### config.mk
export PLATFORM = sky130hd
export DESIGN_NAME = alu_issue_stage
export DESIGN_NICKNAME = d
export VERILOG_FILES = /design/src/rtl/alu_issue_stage.sv
export SDC_FILE = /design/constraint.sdc
export NUM_CORES = 1
export LEC_CHECK = 0
export ABC_AREA = 1
export CORE_AREA = 5 5 92 111
export DETAILED_ROUTE_END_ITERATION = 8
export DIE_AREA = 0 0 97 116
export GPL_TIMING_DRIVEN = 0
export MAX_ROUTING_LAYER = met4
export PLACE_DENSITY = 0.82
export SYNTH_ARGS = -nofsm -noshare
export SYNTH_HDL_FRONTEND = slang
export SYNTH_SLANG_ARGS = --single-unit
### constraint.sdc
create_clock -name clk -period 5.5 [get_ports clk]
set_input_delay 1.1 -clock clk [delete_from_list [all_inputs] [get_ports clk]]
set_output_delay 1.1 -clock clk [all_outputs]
set_load 0.02 [all_outputs]
### src/rtl/alu_issue_stage.sv
// alu_issue_stage: ID/EX boundary register for the ALU.
// Decodes the ALU class plus opcode/funct into a 3-bit ALUOP and picks the
// second operand (register or extended immediate). All EX outputs, including
// the saturating bubble counter, come straight from flops.
module alu_issue_stage #(
  parameter int WIDTH = 32,
  parameter int CNT_W = 8
) (
  input  logic             clk,
  input  logic             rst,
  input  logic             stall,
  input  logic             flush,
  input  logic             id_valid,
  input  logic [1:0]       id_aluclass,
  input  logic [5:0]       id_opcode,
  input  logic [5:0]       id_funct,
  input  logic [WIDTH-1:0] id_rs_data,
  input  logic [WIDTH-1:0] id_rt_data,
  input  logic [15:0]      id_imm,
  input  logic             id_alusrc,
  input  logic [4:0]       id_rd,
  output logic             ex_valid,
  output logic [WIDTH-1:0] ex_in1,
  output logic [WIDTH-1:0] ex_in2,
  output logic [2:0]       ex_aluop,
  output logic [4:0]       ex_rd,
  output logic             ex_illegal,
  output logic [CNT_W-1:0] bubble_cnt
);

  localparam logic [2:0] OP_AND = 3'b000;
  localparam logic [2:0] OP_OR  = 3'b001;
  localparam logic [2:0] OP_ADD = 3'b010;
  localparam logic [2:0] OP_SUB = 3'b110;
  localparam logic [2:0] OP_SLT = 3'b111;

  logic             valid_q,   valid_d;
  logic [WIDTH-1:0] in1_q,     in1_d;
  logic [WIDTH-1:0] in2_q,     in2_d;
  logic [2:0]       aluop_q,   aluop_d;
  logic [4:0]       rd_q,      rd_d;
  logic             illegal_q, illegal_d;
  logic [CNT_W-1:0] bubble_cnt_q, bubble_cnt_d;

  logic [2:0]       aluop_dec;
  logic             legal;
  logic             zext;
  logic [WIDTH-1:0] imm_ext;
  logic             cnt_inc;

  // Decode class/opcode/funct to ALUOP; legality ignores id_alusrc.
  always_comb begin
    aluop_dec = OP_ADD;
    legal     = 1'b1;
    zext      = 1'b0;
    case (id_aluclass)
      2'b00: aluop_dec = OP_ADD;
      2'b01: aluop_dec = OP_SUB;
      2'b10: begin
        case (id_funct)
          6'h20:   aluop_dec = OP_ADD;
          6'h22:   aluop_dec = OP_SUB;
          6'h24:   aluop_dec = OP_AND;
          6'h25:   aluop_dec = OP_OR;
          6'h2A:   aluop_dec = OP_SLT;
          default: legal     = 1'b0;
        endcase
      end
      default: begin
        case (id_opcode)
          6'h08:   aluop_dec = OP_ADD;
          6'h0A:   aluop_dec = OP_SLT;
          6'h0C: begin
            aluop_dec = OP_AND;
            zext      = 1'b1;
          end
          6'h0D: begin
            aluop_dec = OP_OR;
            zext      = 1'b1;
          end
          default: legal = 1'b0;
        endcase
      end
    endcase
    imm_ext = zext ? {{(WIDTH-16){1'b0}}, id_imm}
                   : {{(WIDTH-16){id_imm[15]}}, id_imm};
  end

  // Next EX contents: flush beats stall beats load; idle slots are not counted.
  always_comb begin
    valid_d   = valid_q;
    in1_d     = in1_q;
    in2_d     = in2_q;
    aluop_d   = aluop_q;
    rd_d      = rd_q;
    illegal_d = illegal_q;
    cnt_inc   = 1'b0;
    if (flush) begin
      valid_d   = 1'b0;
      in1_d     = '0;
      in2_d     = '0;
      aluop_d   = OP_ADD;
      rd_d      = '0;
      illegal_d = 1'b0;
      cnt_inc   = 1'b1;
    end else if (!stall) begin
      if (id_valid && legal) begin
        valid_d   = 1'b1;
        in1_d     = id_rs_data;
        in2_d     = id_alusrc ? imm_ext : id_rt_data;
        aluop_d   = aluop_dec;
        rd_d      = id_rd;
        illegal_d = 1'b0;
      end else begin
        valid_d   = 1'b0;
        in1_d     = '0;
        in2_d     = '0;
        aluop_d   = OP_ADD;
        rd_d      = '0;
        illegal_d = id_valid;
        cnt_inc   = id_valid;
      end
    end
    if (cnt_inc && (bubble_cnt_q != {CNT_W{1'b1}}))
      bubble_cnt_d = bubble_cnt_q + {{(CNT_W-1){1'b0}}, 1'b1};
    else
      bubble_cnt_d = bubble_cnt_q;
  end

  // EX stage registers; reset loads the bubble image.
  always_ff @(posedge clk or posedge rst) begin
    if (rst) begin
      valid_q      <= 1'b0;
      in1_q        <= '0;
      in2_q        <= '0;
      aluop_q      <= OP_ADD;
      rd_q         <= '0;
      illegal_q    <= 1'b0;
      bubble_cnt_q <= '0;
    end else begin
      valid_q      <= valid_d;
      in1_q        <= in1_d;
      in2_q        <= in2_d;
      aluop_q      <= aluop_d;
      rd_q         <= rd_d;
      illegal_q    <= illegal_d;
      bubble_cnt_q <= bubble_cnt_d;
    end
  end

  assign ex_valid   = valid_q;
  assign ex_in1     = in1_q;
  assign ex_in2     = in2_q;
  assign ex_aluop   = aluop_q;
  assign ex_rd      = rd_q;
  assign ex_illegal = illegal_q;
  assign bubble_cnt = bubble_cnt_q;

endmodule

==> results by group, run 1 <==
Floorplan
  • Initial core utilization: 44.1%
  • CORE AREA: 8990 um^2
  • Chip Height: 116 um
  • DIE AREA: 11300 um^2
  • I/O pin total: 187
  • Die width: 97 um
  • FP Rows: 38

CTS
  • Reg clk slew, reported paths: 80 ps
  • Root Driver: clkbuf_8
  • Post_cts resized: 0
  • CTS max path bufs: 2
  • Total CTS buffers: 9
  • H-tree levels: 3
  • Hold Buf Count CTS: 0
  • Clock sinks: 82
  • Number of setup buffers added after CTS: 0
  • Worst-skew pair later-pin latency: 350 ps
  • CTS tree: built

Yosys
  • #FFs+latches synth: 82
  • Post-synthesis area per instance: 7.77 um^2
  • Synth unique cells: 30
  • Synth area leader: dfrtp_1
  • Compound-Gate Fraction of Synth Area: 1.55%
  • Top_reg_cell synth: dfrtp_1
  • Seq/Total Area, Yosys: 51.8%
  • YS warnings: 0
  • Largest family of logic cells by synthesized area: simple AND/OR/NAND/NOR gates
  • Synth Cell Area: 3960 um^2
  • Mapped Nets: 616
  • Mux share of post-synthesis cell area: 0%
  • Asr flop ratio synth: 100%
  • Synth Area in XOR/XNOR: 1.33%
  • Simple-gate share of the synthesized area: 38.2%
  • Area contributors post-synth: dfrtp_1 (51%), nand2_1 (21%), nand3_1 (11%)
  • Post-Synth Adder-Cell Area: 0.316%
  • Post-Syn Instances: 510
  • Post-synth top area share: 51.2%
  • Post-synth EDFFs: 0

Routing
  • Vias: 4110
  • Post-DR wirelength/cell: 15.2 um
  • Drt drc: 0
  • DRT antenna net count: 0
  • Drt total wl: 12600 um
  • Pre-antenna DRT Iters: 4
  • Initial DRC count: 188
  • Vias per cell: 4.95

GRT
  • Vias in the first global route: 4439
  • Pin count of the biggest net entering global routing: 53
  • GR Overflow Total: 0
  • GR Util All Layers: 24.1%
  • Initial antenna violation count: 0
  • First-pass GRT wire length: 21100 um

Critical path
  • Cell Chain, Critical Path: clkdlybuf4s50_1
  • Crit path largest cell delay: 620 ps
  • Critical Path AT: 1510 ps
  • Worst Path Required: 4400 ps
  • Slowest CP cell: clkdlybuf4s50_1
  • Crit start category: flop
  • Bufs and invs on worst path: 1
  • Cell family with most CP delay: buffers and inverters
  • Crit end category: output pin
  • Highest net fanout along the worst path: 2
  • CP Class: reg -> out

Pwr
  • Sequential Power Share: 45.1%
  • Leak: 3.09 nW
  • Pint: 0.00106 W
  • Peak VDD IR: 0.165 mV
  • Share of total power in the clock network: 31.9%
  • P per Cell Area: 237 nW/um^2
  • Psw: 0.000416 W
  • Sw frac: 28.2%
  • Combinational share of power: 23.1%

Final layout
  • Final non-filler cell total: 831
  • Final #Nets: 813
  • Diodes inserted: 0
  • Share of cells above drive strength 1: 6.19%
  • Syn-to-layout area delta: 56.5%

Run status
  • Status: finished clean

STA
  • Clock Skews: 4.27 ps
  • Setup TNS: 0 ps
  • Fin. max-slew vios: 0
  • Fmax: 383 MHz
  • Worst Tran Pin Value: 499 ps
  • Slew HR: 66.7%
  • Setup repair after global routing missed its margin: no
  • Final setup viols: 0
  • Tmin final: 2610 ps
  • Period utilization: 47.4%
  • Endpoints failing hold: 0

Worst hold path
  • Worst hold path class: reg -> reg

Place
  • Post-detail-place hpwl: 9670 um
  • Port-buffer cells: 185
  • RD Place Congestion: 0.832
  • Dpl cells: 816

Job
  • Count of maximum capacitance violations: 0
==> sequential cells by signal, indices dropped and copies added (netlist names) <==
name	cells
ex_rd	5
ex_aluop	3
bubble_cnt	8
ex_in1	32
ex_in2	32
ex_illegal	1
ex_valid	1
==> placed cells by master, fill, tap and decap left out <==
cell type,synthesis,routed
buf_2,2,2
buf_4,7,7
buf_6,4,4
ha_1,1,1
clkbuf_1,12,13
nand3_1,84,84
dfrtp_1,81,81
nand4_1,5,5
a21oi_4,1,1
inv_1,18,17
clkbuf_8,1,10
buf_16,0,1
nand2_2,2,2
clkinv_2,0,1
dfstp_2,1,1
dlygate4sd1_1,1,1
or2_2,1,1
clkbuf_4,1,1
xnor2_1,3,3
nor3_1,1,1
o21ai_0,5,5
inv_4,1,2
inv_2,3,3
clkinvlp_4,0,2
or2_4,1,1
bufinv_16,0,2
o21ai_1,1,1
nor2_4,1,1
xor2_1,3,3
nand2_1,221,221
clkdlybuf4s50_1,0,185
a21oi_1,3,3
nor2_1,43,43
nand4_2,1,1
nor3_4,1,1
==> area by class of cell <==
type / instances / area, um^2
Buffer: 28 / 183
Clock buffer: 10 / 128
Clock inverter: 5 / 80.1
Fill cell: 723 / 2780
Inverter: 22 / 87.6
Multi-Input combinational cell: 378 / 1640
Sequential cell: 82 / 2050
Tap cell: 120 / 150
Timing Repair Buffer: 186 / 1880
==> Yosys cell counts (2+ instances only) <==
master / count
nand2_1: 221
nand3_1: 84
dfrtp_1: 81
nor2_1: 43
inv_1: 18
clkbuf_1: 12
buf_4: 7
nand4_1: 5
o21ai_0: 5
buf_6: 4
a21oi_1: 3
inv_2: 3
xnor2_1: 3
xor2_1: 3
buf_2: 2
nand2_2: 2
==> tightest hold or removal path, cell delays in order, from the launching register on <==
cell and delay (ps):
dfrtp_1 350, nand2_1 50, nand2_1 50
==> logic make-up after synthesis <==
kind of cell / after synthesis
compound gates: 10
xor+xnor: 6
fa+ha+maj: 1
buf+inv: 50
flops: 82
simple gates: 361
==> metal layers <==
| metal | GRT usage [%] | routed length, um |
|---|---|---|
| met5 | - | 0 |
| met4 | 9.55 | 299 |
| met3 | 5.12 | 727 |
| met2 | 41.6 | 6450 |
| met1 | 27.5 | 5150 |
==> metrics by stage <==
step	power (W)	hold slack, ps	utilization (%)	area [um^2]	setup slack [ps]
after floorplan	0.000829	553	-	3960	2290
after global placement	0.00100	461	66.4	5960	1030
after detailed placement	0.00102	464	66.7	5990	2630
after CTS	0.00148	486	69.0	6200	2870
after global routing	0.00154	515	69.0	6200	2810
final	0.00147	485	69.0	6200	2890
==> worst paths after layout <==
check                      cells past startpoint                   endpoint                 startpoint  slack, ps
setup / recovery                               1                ex_aluop[1]    ex_aluop[1]$_DFFE_PP1P_       2890
hold / removal                                 2      ex_in2[0]$_DFFE_PP0P_      ex_in2[0]$_DFFE_PP0P_        480
setup reg to reg                               7  bubble_cnt[4]$_DFFE_PP0P_  bubble_cnt[0]$_DFFE_PP0P_       3770
hold reg to reg                                2      ex_in2[0]$_DFFE_PP0P_      ex_in2[0]$_DFFE_PP0P_        480
max in group asynchronous                      3    ex_aluop[1]$_DFFE_PP1P_                        rst       3750
min in group asynchronous                      2  bubble_cnt[6]$_DFFE_PP0P_                        rst       1100
==> power by group through the flow <==
stage                     clock, W  combinational, W  sequential [W]
after floorplan                  0          0.000120        0.000709
after global placement           0          0.000329        0.000672
after detailed placement         0          0.000342        0.000673
after CTS                 0.000476          0.000343        0.000663
after global routing      0.000504          0.000371        0.000668
final                     0.000469          0.000339        0.000663
(Power assumes the default switching activity.)
==> run 2: changes to the inputs <==
- CORE_AREA: 5 5 92 111 -> 5 5 96 116
- DIE_AREA: 0 0 97 116 -> 0 0 101 121
- PLACE_DENSITY: 0.82 -> 0.75
- clock period: 5.5 -> 2.48 ns (I/O delays scaled with it)
==> results by group, run 2 (synthesis gave the netlist of run 1 again) <==
GRT
  • GR Overflow Total: 0
  • First-pass GRT wire length: 20200 um
  • Initial antenna violation count: 0
  • Vias in the first global route: 4127
  • Pin count of the biggest net entering global routing: 37
  • GR Util All Layers: 21.4%

CTS
  • Hold Buf Count CTS: 0
  • H-tree levels: 3
  • CTS max path bufs: 2
  • Post_cts resized: 0
  • Clock sinks: 82
  • Reg clk slew, reported paths: 60 ps
  • Number of setup buffers added after CTS: 0
  • Total CTS buffers: 9
  • Root Driver: clkbuf_16
  • CTS tree: built
  • Worst-skew pair later-pin latency: 330 ps

Final layout
  • Syn-to-layout area delta: 59.0%
  • Final non-filler cell total: 839
  • Most frequent cells in the layout: nand2_1 (221), clkdlybuf4s50_1 (185), nand3_1 (84)
  • # fillers: 852
  • Final #Nets: 814
  • Share of cells above drive strength 1: 6.59%
  • Area occupied by multi-input gates: 1640 um^2
  • Diodes inserted: 0
  • Commonest non-fill, non-tap cell in the layout: nand2_1
  • Storage cell area: 2050 um^2

Pwr
  • P per Cell Area: 554 nW/um^2
  • Leak: 3.12 nW
  • Peak VDD IR: 0.445 mV
  • Overall Power: 0.00349 W

STA
  • Fmax: 505 MHz
  • Fin. max-slew vios: 0
  • Setup repair after global routing missed its margin: no
  • Slew HR: 65.7%
  • Tmin final: 1980 ps
  • Clock Skews: 3.96 ps
  • Period utilization: 79.9%
  • Setup TNS: 0 ps
  • Final hold slack: 476 ps
  • Final setup viols: 0
  • Endpoints failing hold: 0
  • Worst Tran Pin Value: 515 ps

Critical path
  • Crit end category: output pin
  • Reg-to-reg endpoint: bubble_cnt[0]$_DFFE_PP0P_
  • Worst reg2reg path startpoint: bubble_cnt[0]$_DFFE_PP0P_
  • Cell family with most CP delay: buffers and inverters
  • Crit start category: flop
  • Cell Chain, Critical Path: clkdlybuf4s50_1
  • Crit path largest cell delay: 620 ps
  • CP Class: reg -> out
  • Slowest CP cell: clkdlybuf4s50_1
  • FF-to-FF path depth: 7
  • Highest net fanout along the worst path: 2
  • Bufs and invs on worst path: 1
  • Critical Path AT: 1480 ps
  • Worst reg-to-reg setup slack: 770 ps
  • Worst Path Required: 1980 ps

Floorplan
  • DIE AREA: 12200 um^2
  • Chip Height: 121 um
  • I/O pin total: 187
  • Die width: 101 um
  • FP Rows: 40
  • Initial core utilization: 40.2%
  • CORE AREA: 9860 um^2

Place
  • Post-detail-place hpwl: 9820 um
  • Port-buffer cells: 185
  • Dpl cells: 823
  • RD Place Congestion: 0.926

Routing
  • Vias: 4085
  • Post-DR wirelength/cell: 15.2 um
  • Pre-antenna DRT Iters: 5
  • Drt total wl: 12800 um
  • DRT antenna net count: 0
  • Vias per cell: 4.87
  • Initial DRC count: 135
  • Drt drc: 0

Worst hold path
  • Worst hold path class: reg -> reg
  • WHS Path Cells: 2
  • HP Start: ex_in2[5]$_DFFE_PP0P_
  • Hold EP: ex_in2[5]$_DFFE_PP0P_

Run status
  • Status: finished clean

Job
  • Count of maximum capacitance violations: 0
## run 2: cell types whose count changed in the layout (fill, tap and decap cells not counted), sizes merged
cell | previous run | this run
bufinv | 2 | 0
buf | 14 | 15
clkinv | 1 | 0
clkinvlp | 2 | 4
inv | 22 | 25
clkbuf | 24 | 23
## run 2: how the worst max path moves through the flow
| stage | start | to | slack [ps] | depth (start not counted) |
|---|---|---|---|---|
| 2_1_floorplan | bubble_cnt[0]$_DFFE_PP0P_ | bubble_cnt[4]$_DFFE_PP0P_ | 900 | 7 |
| 3_3_place_gp | rst | ex_in1[10]$_DFFE_PP0P_ | 70 | 2 |
| 3_5_place_dp | flush | ex_aluop[1]$_DFFE_PP1P_ | 250 | 6 |
| 4_1_cts | ex_aluop[1]$_DFFE_PP1P_ | ex_aluop[1] | 490 | 1 |
| 5_1_grt | id_funct[2] | bubble_cnt[5]$_DFFE_PP0P_ | 460 | 13 |
| 6_report | ex_aluop[1]$_DFFE_PP1P_ | ex_aluop[1] | 500 | 1 |
## run 2: metal layers
layer	GRT usage, %	wire (um)
met5	-	0
met4	9.81	425
met3	2.99	676
met2	36.4	6510
met1	25.0	5150
## run 2: cell type report
| class | instances | share of cell area, % |
|---|---|---|
| flip-flops and latches | 82 | 32.6 |
| inverters | 22 | 1.41 |
| clock inverters | 7 | 0.953 |
| plain buffers | 28 | 2.90 |
| well taps | 126 | 2.50 |
| clock buffers | 9 | 3.57 |
| multi-input cells | 378 | 26.1 |
| repair buffers | 187 | 30.0 |
## run 2: tightest hold or removal path: cells and delay by family (launching register included)
family | cells | cell delay, ps
flip-flops | 1 | 340
AND/OR/NAND/NOR | 2 | 110
## run 2: metrics by stage
step	util [%]	setup WS, ps	instance area (um^2)
4_1_cts	63.9	488	6300
5_1_grt	63.9	461	6300
3_5_place_dp	61.0	248	6020
3_3_place_gp	60.6	74.1	5980
2_1_floorplan	-	905	3970
6_report	63.9	499	6300
## run 2: where the power goes
group / internal, W / leakage, nW / total, W / switching (W)
clock network: 0.000695 / 0.131 / 0.00126 / 0.000564
logic: 0.000378 / 1.87 / 0.000756 / 0.000378
registers: 0.00141 / 1.12 / 0.00147 / 0.0000657
total: 0.00248 / 3.12 / 0.00349 / 0.00101
==> run 3: changes to the inputs <==
- CORE_AREA: 5 5 96 116 -> 5 5 101 122
- DIE_AREA: 0 0 101 121 -> 0 0 106 127
- PLACE_DENSITY: 0.75 -> 0.71
- clock period: 2.48 -> 1.7 ns (I/O delays scaled with it)
==> results by group, run 3 (synthesis gave the netlist of run 1 again) <==
Run status
  • Status: finished clean

STA
  • Final hold slack: 394 ps
  • Setup repair after global routing missed its margin: no
  • Period utilization: 98.0%
  • Tmin final: 1670 ps
  • Fin. max-slew vios: 0
  • Clock Skews: 3.29 ps
  • Worst Tran Pin Value: 927 ps
  • Final setup viols: 0
  • Endpoints failing hold: 0
  • Fmax: 600 MHz
  • Worst setup margin: 34.2 ps
  • Slew HR: 38.1%

Critical path
  • Crit end category: output pin
  • Cell family with most CP delay: buffers and inverters
  • Critical Path AT: 1330 ps
  • Crit. path cell count: 1
  • Crit path largest cell delay: 650 ps
  • Highest net fanout along the worst path: 2
  • Worst Path Required: 1360 ps
  • Bufs and invs on worst path: 1
  • CP Class: reg -> out
  • Cell Chain, Critical Path: clkdlybuf4s50_1
  • FF-to-FF path depth: 7
  • Slowest CP cell: clkdlybuf4s50_1
  • Crit start category: flop

Final layout
  • Commonest non-fill, non-tap cell in the layout: nand2_1
  • Most frequent cells in the layout: nand2_1 (219), clkdlybuf4s50_1 (158), nand3_1 (83)
  • Diodes inserted: 0
  • Share of cells above drive strength 1: 8.82%
  • Final #Nets: 815
  • Syn-to-layout area delta: 61.5%

GRT
  • Layer carrying the most global-route usage: met2
  • Pin count of the biggest net entering global routing: 43
  • Met2 GRT Util: 32.4%
  • Vias in the first global route: 4081
  • GRT met1 Usage: 22.4%
  • First-pass GRT wire length: 20100 um
  • GR Util All Layers: 19.2%
  • GR Overflow Total: 0
  • Initial antenna violation count: 0
  • Met3 Use GR: 3.73%

Place
  • Post-detail-place hpwl: 9770 um
  • RD Place Congestion: 0.832
  • Place WS: -402 ps
  • Port-buffer cells: 185

Pwr
  • Pint: 0.00358 W
  • Overall Power: 0.00505 W
  • Peak VDD IR: 0.739 mV
  • Share of total power in the clock network: 36.0%
  • Sw frac: 29.2%
  • Combinational share of power: 21.4%
  • Sequential Power Share: 42.6%
  • Leak: 3.48 nW
  • Psw: 0.00147 W
  • P per Cell Area: 789 nW/um^2

Job
  • Count of maximum capacitance violations: 0

Floorplan
  • DIE AREA: 13500 um^2
  • Die width: 106 um
  • CORE AREA: 10900 um^2
  • FP Rows: 42
  • Initial core utilization: 36.3%
  • Chip Height: 127 um
  • I/O pin total: 187

CTS
  • Worst-skew pair later-pin latency: 340 ps
  • H-tree levels: 3
  • Root Driver: clkbuf_16
  • Clock sinks: 82
  • CTS tree: built
  • Hold Buf Count CTS: 0
  • Reg clk slew, reported paths: 60 ps
  • Total CTS buffers: 9
  • CTS max path bufs: 2

Routing
  • Drt drc: 0
  • Drt total wl: 12800 um
  • Vias: 4141
  • Post-DR wirelength/cell: 15.1 um
  • Vias per cell: 4.89
  • Initial DRC count: 179
  • DRT antenna net count: 0
  • Pre-antenna DRT Iters: 4

Worst hold path
  • Worst hold path class: in -> reg
  • WHS Path Cells: 5
[run 3: cell types whose count changed in the layout (fill, tap and decap cells not counted), sizes merged]
cell / before / now
clkdlybuf4s50: 185 / 158
dlymetal6s2s: 0 / 18
dlygate4sd2: 0 / 9
clkinv: 0 / 3
inv: 25 / 22
clkbuf: 23 / 24
clkdlybuf4s18: 0 / 1
dlygate4sd1: 1 / 0
[run 3: power by group through the flow]
stage | sequential [W] | clock (W) | combinational [W]
2_1_floorplan | 0.00230 | 0 | 0.000389
3_3_place_gp | 0.00218 | 0 | 0.00107
3_5_place_dp | 0.00218 | 0 | 0.00111
4_1_cts | 0.00215 | 0.00188 | 0.00108
5_1_grt | 0.00216 | 0.00197 | 0.00118
6_report | 0.00215 | 0.00182 | 0.00108
[run 3: layer usage]
metal | vias to the layer above | wire (um)
met2 | 139 | 6400
met3 | 28 | 604
met4 | 0 | 411
met1 | 1963 | 5380
li1 | 2011 | -
met5 | - | 0
[run 3: through the flow]
step / cells / setup TNS, ps / instance area (um^2) / utilization, %
2_1_floorplan: 510 / 0 / 3970 / -
3_3_place_gp: 827 / -63100 / 5980 / 54.7
3_5_place_dp: 828 / -26670 / 6000 / 54.9
4_1_cts: 844 / 0 / 6280 / 57.5
5_1_grt: 846 / 0 / 6400 / 58.5
6_report: 846 / 0 / 6400 / 58.5
[run 3: final timing paths]
kind                            slack, ps                 startpoint                   endpoint
worst max-delay path                   30     ex_illegal$_DFFE_PP0P_                 ex_illegal
worst min-delay path                  390                  id_alusrc     ex_in2[31]$_DFFE_PP0P_
worst max register to register        210  bubble_cnt[0]$_DFFE_PP0P_  bubble_cnt[3]$_DFFE_PP0P_
worst min register to register        480      ex_in2[5]$_DFFE_PP0P_      ex_in2[5]$_DFFE_PP0P_
max in group asynchronous             410                        rst    ex_aluop[1]$_DFFE_PP1P_
min in group asynchronous             540                        rst     ex_in1[28]$_DFFE_PP0P_
[run 3: layout make-up]
class	instances	area, um^2
Clock buffer	9	225
Tap cell	132	165
Sequential cell	82	2050
Inverter	22	93.8
Fill cell	998	4530
Buffer	28	213
Timing Repair Buffer	188	1920
Multi-Input combinational cell	378	1670
Clock inverter	7	53.8
[run 3: repair_timing]
action                                  4_1_cts  5_1_grt
pin swaps                                     0        1
setup buffers                                 0        2
endpoints found under the setup margin       28       96
resized for setup                            12       49
